===== src/rtl/imsic_msi_decoder.sv =====
// Purpose : decodes IMSIC seteipnum bus writes into {hart, file, id} MSI records and queues them.
// Latency : an accepted write is visible on o_msi_* one cycle later at the earliest.
// Backpress: o_wr_ready drops while the queue is full; o_msi_* holds until i_msi_ready.

// Purpose : generic synchronous FIFO with extra-bit pointers for full/empty.
// Latency : a pushed word is visible at the head one cycle after the push.
// Backpress: pushes are ignored when full, pops are ignored when empty.
module imsic_msi_fifo #(
  parameter int WIDTH = 8,
  parameter int DEPTH = 4
) (
  input  logic             clk,
  input  logic             rst_n,
  input  logic             push,
  input  logic [WIDTH-1:0] push_dat,
  input  logic             pop,
  output logic [WIDTH-1:0] head_dat,
  output logic             full,
  output logic             empty
);

  localparam int AW = (DEPTH > 1) ? $clog2(DEPTH) : 1;

  logic [WIDTH-1:0] mem [DEPTH];
  logic [AW:0]      wr_ptr;
  logic [AW:0]      rd_ptr;
  logic             push_ok;
  logic             pop_ok;

  // Same index with differing wrap bits means the writer has lapped the reader.
  assign full     = (wr_ptr[AW] != rd_ptr[AW]) && (wr_ptr[AW-1:0] == rd_ptr[AW-1:0]);
  assign empty    = (wr_ptr == rd_ptr);
  assign push_ok  = push && !full;
  assign pop_ok   = pop && !empty;
  assign head_dat = mem[rd_ptr[AW-1:0]];

  // Storage array; contents need no reset because the pointers gate visibility.
  always_ff @(posedge clk) begin
    if (push_ok) begin
      mem[wr_ptr[AW-1:0]] <= push_dat;
    end
  end

  // Pointer update; natural binary wrap works because DEPTH is a power of two.
  always_ff @(posedge clk or negedge rst_n) begin
    if (!rst_n) begin
      wr_ptr <= '0;
      rd_ptr <= '0;
    end else begin
      if (push_ok) begin
        wr_ptr <= wr_ptr + {{AW{1'b0}}, 1'b1};
      end
      if (pop_ok) begin
        rd_ptr <= rd_ptr + {{AW{1'b0}}, 1'b1};
      end
    end
  end

endmodule

module imsic_msi_decoder #(
  parameter int          NR_HARTS    = 4,
  parameter int          NR_VS_FILES = 1,
  parameter int          NR_SRC      = 64,
  parameter logic [31:0] M_BASE      = 32'h2400_0000,
  parameter logic [31:0] S_BASE      = 32'h2800_0000,
  parameter int          FIFO_DEPTH  = 4,
  parameter int          HW          = (NR_HARTS > 1) ? $clog2(NR_HARTS) : 1,
  parameter int          FW          = $clog2(NR_VS_FILES + 2),
  parameter int          IW          = $clog2(NR_SRC)
) (
  input  logic          i_clk,
  input  logic          ni_rst,
  input  logic          i_wr_valid,
  output logic          o_wr_ready,
  input  logic [31:0]   i_wr_addr,
  input  logic [31:0]   i_wr_data,
  output logic          o_msi_valid,
  input  logic          i_msi_ready,
  output logic [HW-1:0] o_msi_hart,
  output logic [FW-1:0] o_msi_file,
  output logic [IW-1:0] o_msi_id,
  output logic [15:0]   o_drop_cnt
);

  typedef struct packed {
    logic [HW-1:0] hart;
    logic [FW-1:0] file;
    logic [IW-1:0] id;
  } msi_t;

  // Page counts and files-per-hart in the 20-bit page-number domain.
  localparam logic [19:0] M_PAGES        = 20'(NR_HARTS);
  localparam logic [19:0] FILES_PER_HART = 20'(NR_VS_FILES + 1);
  localparam logic [19:0] S_PAGES        = 20'(NR_HARTS * (NR_VS_FILES + 1));
  localparam logic [31:0] ID_LIMIT       = 32'(NR_SRC);

  logic [19:0] m_page;
  logic [19:0] s_page;
  logic [19:0] s_hart_full;
  logic [19:0] s_file_full;
  logic        m_hit;
  logic        s_hit;
  logic        off_le;
  logic        off_be;
  logic [31:0] id_raw;
  logic        id_ok;
  logic        wr_good;
  logic        wr_accept;
  msi_t        wr_entry;
  msi_t        head;
  logic        q_full;
  logic        q_empty;
  logic        deq;

  // Bases are 4 KiB aligned, so page numbers come from the upper 20 address bits;
  // an address below a base wraps to a huge page number and misses.
  assign m_page = i_wr_addr[31:12] - M_BASE[31:12];
  assign s_page = i_wr_addr[31:12] - S_BASE[31:12];
  assign m_hit  = (m_page < M_PAGES);
  assign s_hit  = (s_page < S_PAGES);

  assign s_hart_full = s_page / FILES_PER_HART;
  assign s_file_full = (s_page % FILES_PER_HART) + 20'd1;

  assign off_le = (i_wr_addr[11:0] == 12'h000);
  assign off_be = (i_wr_addr[11:0] == 12'h004);

  // Identity selection: little-endian register takes data as-is, big-endian byte-swaps it.
  always_comb begin
    id_raw = i_wr_data;
    if (off_be) begin
      id_raw = {i_wr_data[7:0], i_wr_data[15:8], i_wr_data[23:16], i_wr_data[31:24]};
    end
  end

  // The full 32-bit identity is range-checked so high garbage bits cannot alias a legal id.
  assign id_ok   = (id_raw != 32'd0) && (id_raw < ID_LIMIT);
  assign wr_good = (m_hit || s_hit) && (off_le || off_be) && id_ok;

  // Entry formation; the M window wins if both windows were ever configured to overlap.
  always_comb begin
    wr_entry      = '0;
    wr_entry.id   = IW'(id_raw);
    if (m_hit) begin
      wr_entry.hart = HW'(m_page);
      wr_entry.file = '0;
    end else begin
      wr_entry.hart = HW'(s_hart_full);
      wr_entry.file = FW'(s_file_full);
    end
  end

  // Ready depends only on queue state, so a full queue blocks even a same-cycle dequeue.
  assign o_wr_ready = !q_full;
  assign wr_accept  = i_wr_valid && !q_full;
  assign deq        = i_msi_ready && !q_empty;

  imsic_msi_fifo #(
    .WIDTH ($bits(msi_t)),
    .DEPTH (FIFO_DEPTH)
  ) u_fifo (
    .clk      (i_clk),
    .rst_n    (ni_rst),
    .push     (wr_accept && wr_good),
    .push_dat (wr_entry),
    .pop      (deq),
    .head_dat (head),
    .full     (q_full),
    .empty    (q_empty)
  );

  // Head is masked so stale storage never leaks onto the outputs while idle.
  assign o_msi_valid = !q_empty;
  assign o_msi_hart  = q_empty ? '0 : head.hart;
  assign o_msi_file  = q_empty ? '0 : head.file;
  assign o_msi_id    = q_empty ? '0 : head.id;

  // Saturating count of writes that were accepted but carried nothing deliverable.
  always_ff @(posedge i_clk or negedge ni_rst) begin
    if (!ni_rst) begin
      o_drop_cnt <= '0;
    end else if (wr_accept && !wr_good && (o_drop_cnt != 16'hFFFF)) begin
      o_drop_cnt <= o_drop_cnt + 16'd1;
    end
  end

endmodule


===== config.mk =====
export PLATFORM = sky130hd
export DESIGN_NAME = imsic_msi_decoder
export DESIGN_NICKNAME = d
export VERILOG_FILES = /design/src/rtl/imsic_msi_decoder.sv
export SDC_FILE = /design/constraint.sdc
export NUM_CORES = 1
export LEC_CHECK = 0
export BUFFER_PORTS_ARGS = -buffer_cell sky130_fd_sc_hd__buf_4
export CAP_MARGIN = 20
export CORE_ASPECT_RATIO = 1.1
export CORE_MARGIN = 2
export CORE_UTILIZATION = 40
export DETAILED_ROUTE_END_ITERATION = 10
export GPL_TIMING_DRIVEN = 0
export PLACE_DENSITY = 0.71
export SLEW_MARGIN = 20
export SYNTH_ARGS = -nofsm -noshare
export SYNTH_HDL_FRONTEND = slang
export SYNTH_HIERARCHICAL = 1
export SYNTH_SLANG_ARGS = --single-unit

===== constraint.sdc =====
create_clock -name i_clk -period 2.6 [get_ports i_clk]
set_clock_uncertainty 0.1 [all_clocks]
set_input_delay 0.26 -clock i_clk [delete_from_list [all_inputs] [get_ports i_clk]]
set_output_delay 0.26 -clock i_clk [all_outputs]
set_load 0.01 [all_outputs]

==> results.cfg <==
[worst_setup_path]
reg2reg_from = u_fifo/rd_ptr[1]
critPathMaxStageDelay_ns = 0.38
crit_slowest_cell = dfrtp_1
regToRegSetupSlack_ns = 0.15
worst-setup-path-type = reg -> reg
r2r_cells = 9
cp-startpoint = u_fifo/rd_ptr[1]
arrival_ns = 2.58
crit_required_ns = 2.73
setup.worst_path.end = o_drop_cnt[12]
path_max_fanout = 7
startpoint_type = flop
worstReg2RegEnd = o_drop_cnt[12]
crit_path_end_kind = flop
worstPathCellList = buf_2, xnor2_4, nand3_1, inv_1, and2b_2, o41ai_1, o311ai_4, nand4_1, mux2_2

[drt]
ant_nets = 0
drt_iter0_drc = 82
drtPass1Iterations = 4
via_count = 2396
wl_per_cell_um = 15.20
route.detailed.drc = 0
routed_wl_um = 7146
post_drt_via_cell_ratio = 5.098

[outcome]
run_status = finished clean

[global_route]
grtUsageMet3_pct = 4.205
grtUsageTotal_pct = 16.45
use_met2_pct = 27.18
antenna_found_initial = 0
groute.layer.met1.usage_pct = 20.76
grt_max_degree = 23
overflow = 0
grt_pass1_wl_um = 11440
grt_pass1_vias = 2430
busiest_layer = met2

[sta]
worst_pin_slew_ns = 0.6449
fin_crit_ns = 2.454
fmax_mhz = 407.5
drv_slew = 0
relSlewSlack_pct = 56.75
setup_viol_count_final = 0
post-route-period-util_pct = 94.38
hold_violations = 0
setup_slack_ns = 0.1460

[logic_synthesis]
synth.area.mux_share_pct = 10.03
synth_top_family_by_area = simple AND/OR/NAND/NOR gates
ys_types = 50
synthFlopType = edfxtp_1
netlist_instances = 246
synthAdderAreaFrac_pct = 3.073
synth.ff_latch_count = 62
yosys_warnings = 6
synthArstFlopShare_pct = 35.48
yosysSeqAreaShare_pct = 53.78
synth_compound_area_share_pct = 6.761
synth-edff-count = 40
syn_nets = 322
synth-simple-area-share_pct = 17.52
syn_avg_cell_area_um2 = 13.24
synth-xor-area-share_pct = 6.377
syn_area_um2 = 3257

[placement]
place_ws_ns = -0.4837
gp_congestion = 0.8101
post-dp-hpwl_um = 5266
numPortBuffers = 95
dpl.cell_count = 449

[floorplan]
die_h_um = 98.64
rows = 34
start_util_pct = 41.16
dieArea_um2 = 8881
io_pins = 96
die_width_um = 90.04
core_area_um2 = 7913

[clock_tree]
cts_tree = yes
root_buffer = clkbuf_8
htreeDepth = 3
cts_buffer_depth = 2
clk_pin_slew_worst_paths_ns = 0.08
cts_buffers = 9
cts_sinks = 62
clkLatencyLatePin_ns = 0.33

[cells_and_area]
fin_nets = 433
post-route-util_pct = 55.93
n_fill_cell = 696
final_cells = 470
multi_input_area_um2 = 1489
antenna_cells = 0
drive_gt1_share_pct = 45.03
syn_to_final_growth_pct = 35.88
seq_area_um2 = 1754

[min_path]
worstHoldPathCells = 2
hold_path.class = in -> reg

[pwr]
p_leak_nw = 1.769
ir_drop_mv = 0.4356
pwr_density_cell_nw_per_um2 = 541.6
power_mw = 2.397

[flow_run]
drv_cap = 0
[layout by cell type, fill, tap and decap left out, types with 3 or more instances in the layout]
cell type   count
a211oi_1        3
a21oi_1         6
and3_1          3
and3_2          4
buf_4          99
clkbuf_8        9
clkinvlp_4      3
dfrtp_1        20
edfxtp_1       40
ha_1            8
inv_1          12
mux2_2          8
mux4_2         10
nand2_1        10
nand3_1        10
nand3_2         3
nand4_1         9
nor2_1          6
nor2b_1        12
nor3_1          6
nor4_1         10
o31ai_1         5
xnor2_1        16
[Yosys cell counts, drive strengths merged, types with 2 or more instances]
library cell | instances | share of area [%]
nand2b | 2 | 0.38
and4 | 2 | 0.54
nand4 | 9 | 1.7
nand2 | 11 | 1.3
or3 | 2 | 0.54
or2 | 2 | 0.38
dfrtp | 22 | 17
nand3 | 13 | 2.5
mux2 | 9 | 3.1
buf | 3 | 0.73
a21oi | 6 | 0.92
a31oi | 2 | 0.58
xor2 | 4 | 1.5
and3 | 7 | 1.4
nor3 | 6 | 0.92
ha | 8 | 3.1
a211oi | 3 | 0.69
xnor2 | 18 | 4.8
mux4 | 10 | 6.9
o21ai | 2 | 0.31
inv | 12 | 1.4
nor4 | 12 | 3.2
nor2b | 12 | 2.3
clkbuf | 3 | 0.35
nor2 | 6 | 0.69
edfxtp | 40 | 37
o31ai | 5 | 1.2
o211ai | 2 | 0.46
[layout make-up]
type,instances,area share [%]
Buffer,6,0.8482
Tap cell,108,3.053
Multi-Input combinational cell,166,33.64
Clock buffer,9,2.799
Inverter,12,1.018
Sequential cell,62,39.64
Clock inverter,7,1.696
Timing Repair Buffer,100,17.30
[cell families after synthesis]
kind of cell / after synthesis
XOR/XNOR: 22
buffers and inverters: 18
multiplexers: 19
adder cells (fa/ha/maj): 8
AO/OA/AOI/OAI: 27
AND/OR/NAND/NOR: 90
flip-flops: 62
[flip-flops by register name, indices dropped and copies added (netlist names)]
register and cells:
u_fifo/rd_ptr 3, u_fifo/wr_ptr 3, o_drop_cnt 16, u_fifo/mem 40
[repair_timing]
item / 4_1_cts / 5_1_grt
gates resized for setup: 3 / 13
pin swaps: 0 / 1
setup endpoints to repair: 19 / 45
hold buffers: 1 / 0
hold endpoints to repair: 22 / 0
setup buffers: 3 / 1
gates cloned: 0 / 0
[per-stage QoR]
stage	setup TNS [ns]	area, um2	hold slack, ns
2_1_floorplan	0	3257	-0.1356
3_3_place_gp	-12.33	4105	0.06831
3_5_place_dp	-12.96	4105	0.06974
4_1_cts	0	4373	0.1408
5_1_grt	-0.01115	4425	0.1445
6_report	0	4425	0.1590
[per-layer routing]
| layer | wire length [um] | share of wire (%) |
|---|---|---|
| met5 | 0 | 0 |
| met4 | 112 | 1.6 |
| met3 | 364 | 5.1 |
| met2 | 3565 | 50 |
| met1 | 3104 | 43 |
[power breakdown]
part / total, mW / internal [mW] / switching, mW
combinational: 0.375 / 0.224 / 0.151
sequential: 1.18 / 1.11 / 0.0760
clock: 0.837 / 0.443 / 0.394
[worst max-delay path, delay by kind of cell, from the launching register on]
kind                   cells  cell delay [ns]
multiplexers               1             0.33
buffers and inverters      2             0.31
AND/OR/NAND/NOR            3             0.60
XOR/XNOR                   1             0.24
AO/OA/AOI/OAI              2             0.38
flip-flops                 1             0.38
[how the worst min path moves through the flow]
stage	to	slack, ns	startpoint
2_1_floorplan	o_drop_cnt[0]	-0.14	ni_rst
3_3_place_gp	o_drop_cnt[9]	0.07	ni_rst
3_5_place_dp	o_drop_cnt[9]	0.07	ni_rst
4_1_cts	u_fifo/mem[2][6]	0.14	i_wr_addr[12]
5_1_grt	u_fifo/mem[2][6]	0.14	i_wr_addr[12]
6_report	u_fifo/mem[1][6]	0.16	i_wr_addr[12]
Power figures use the tool's default switching activity.
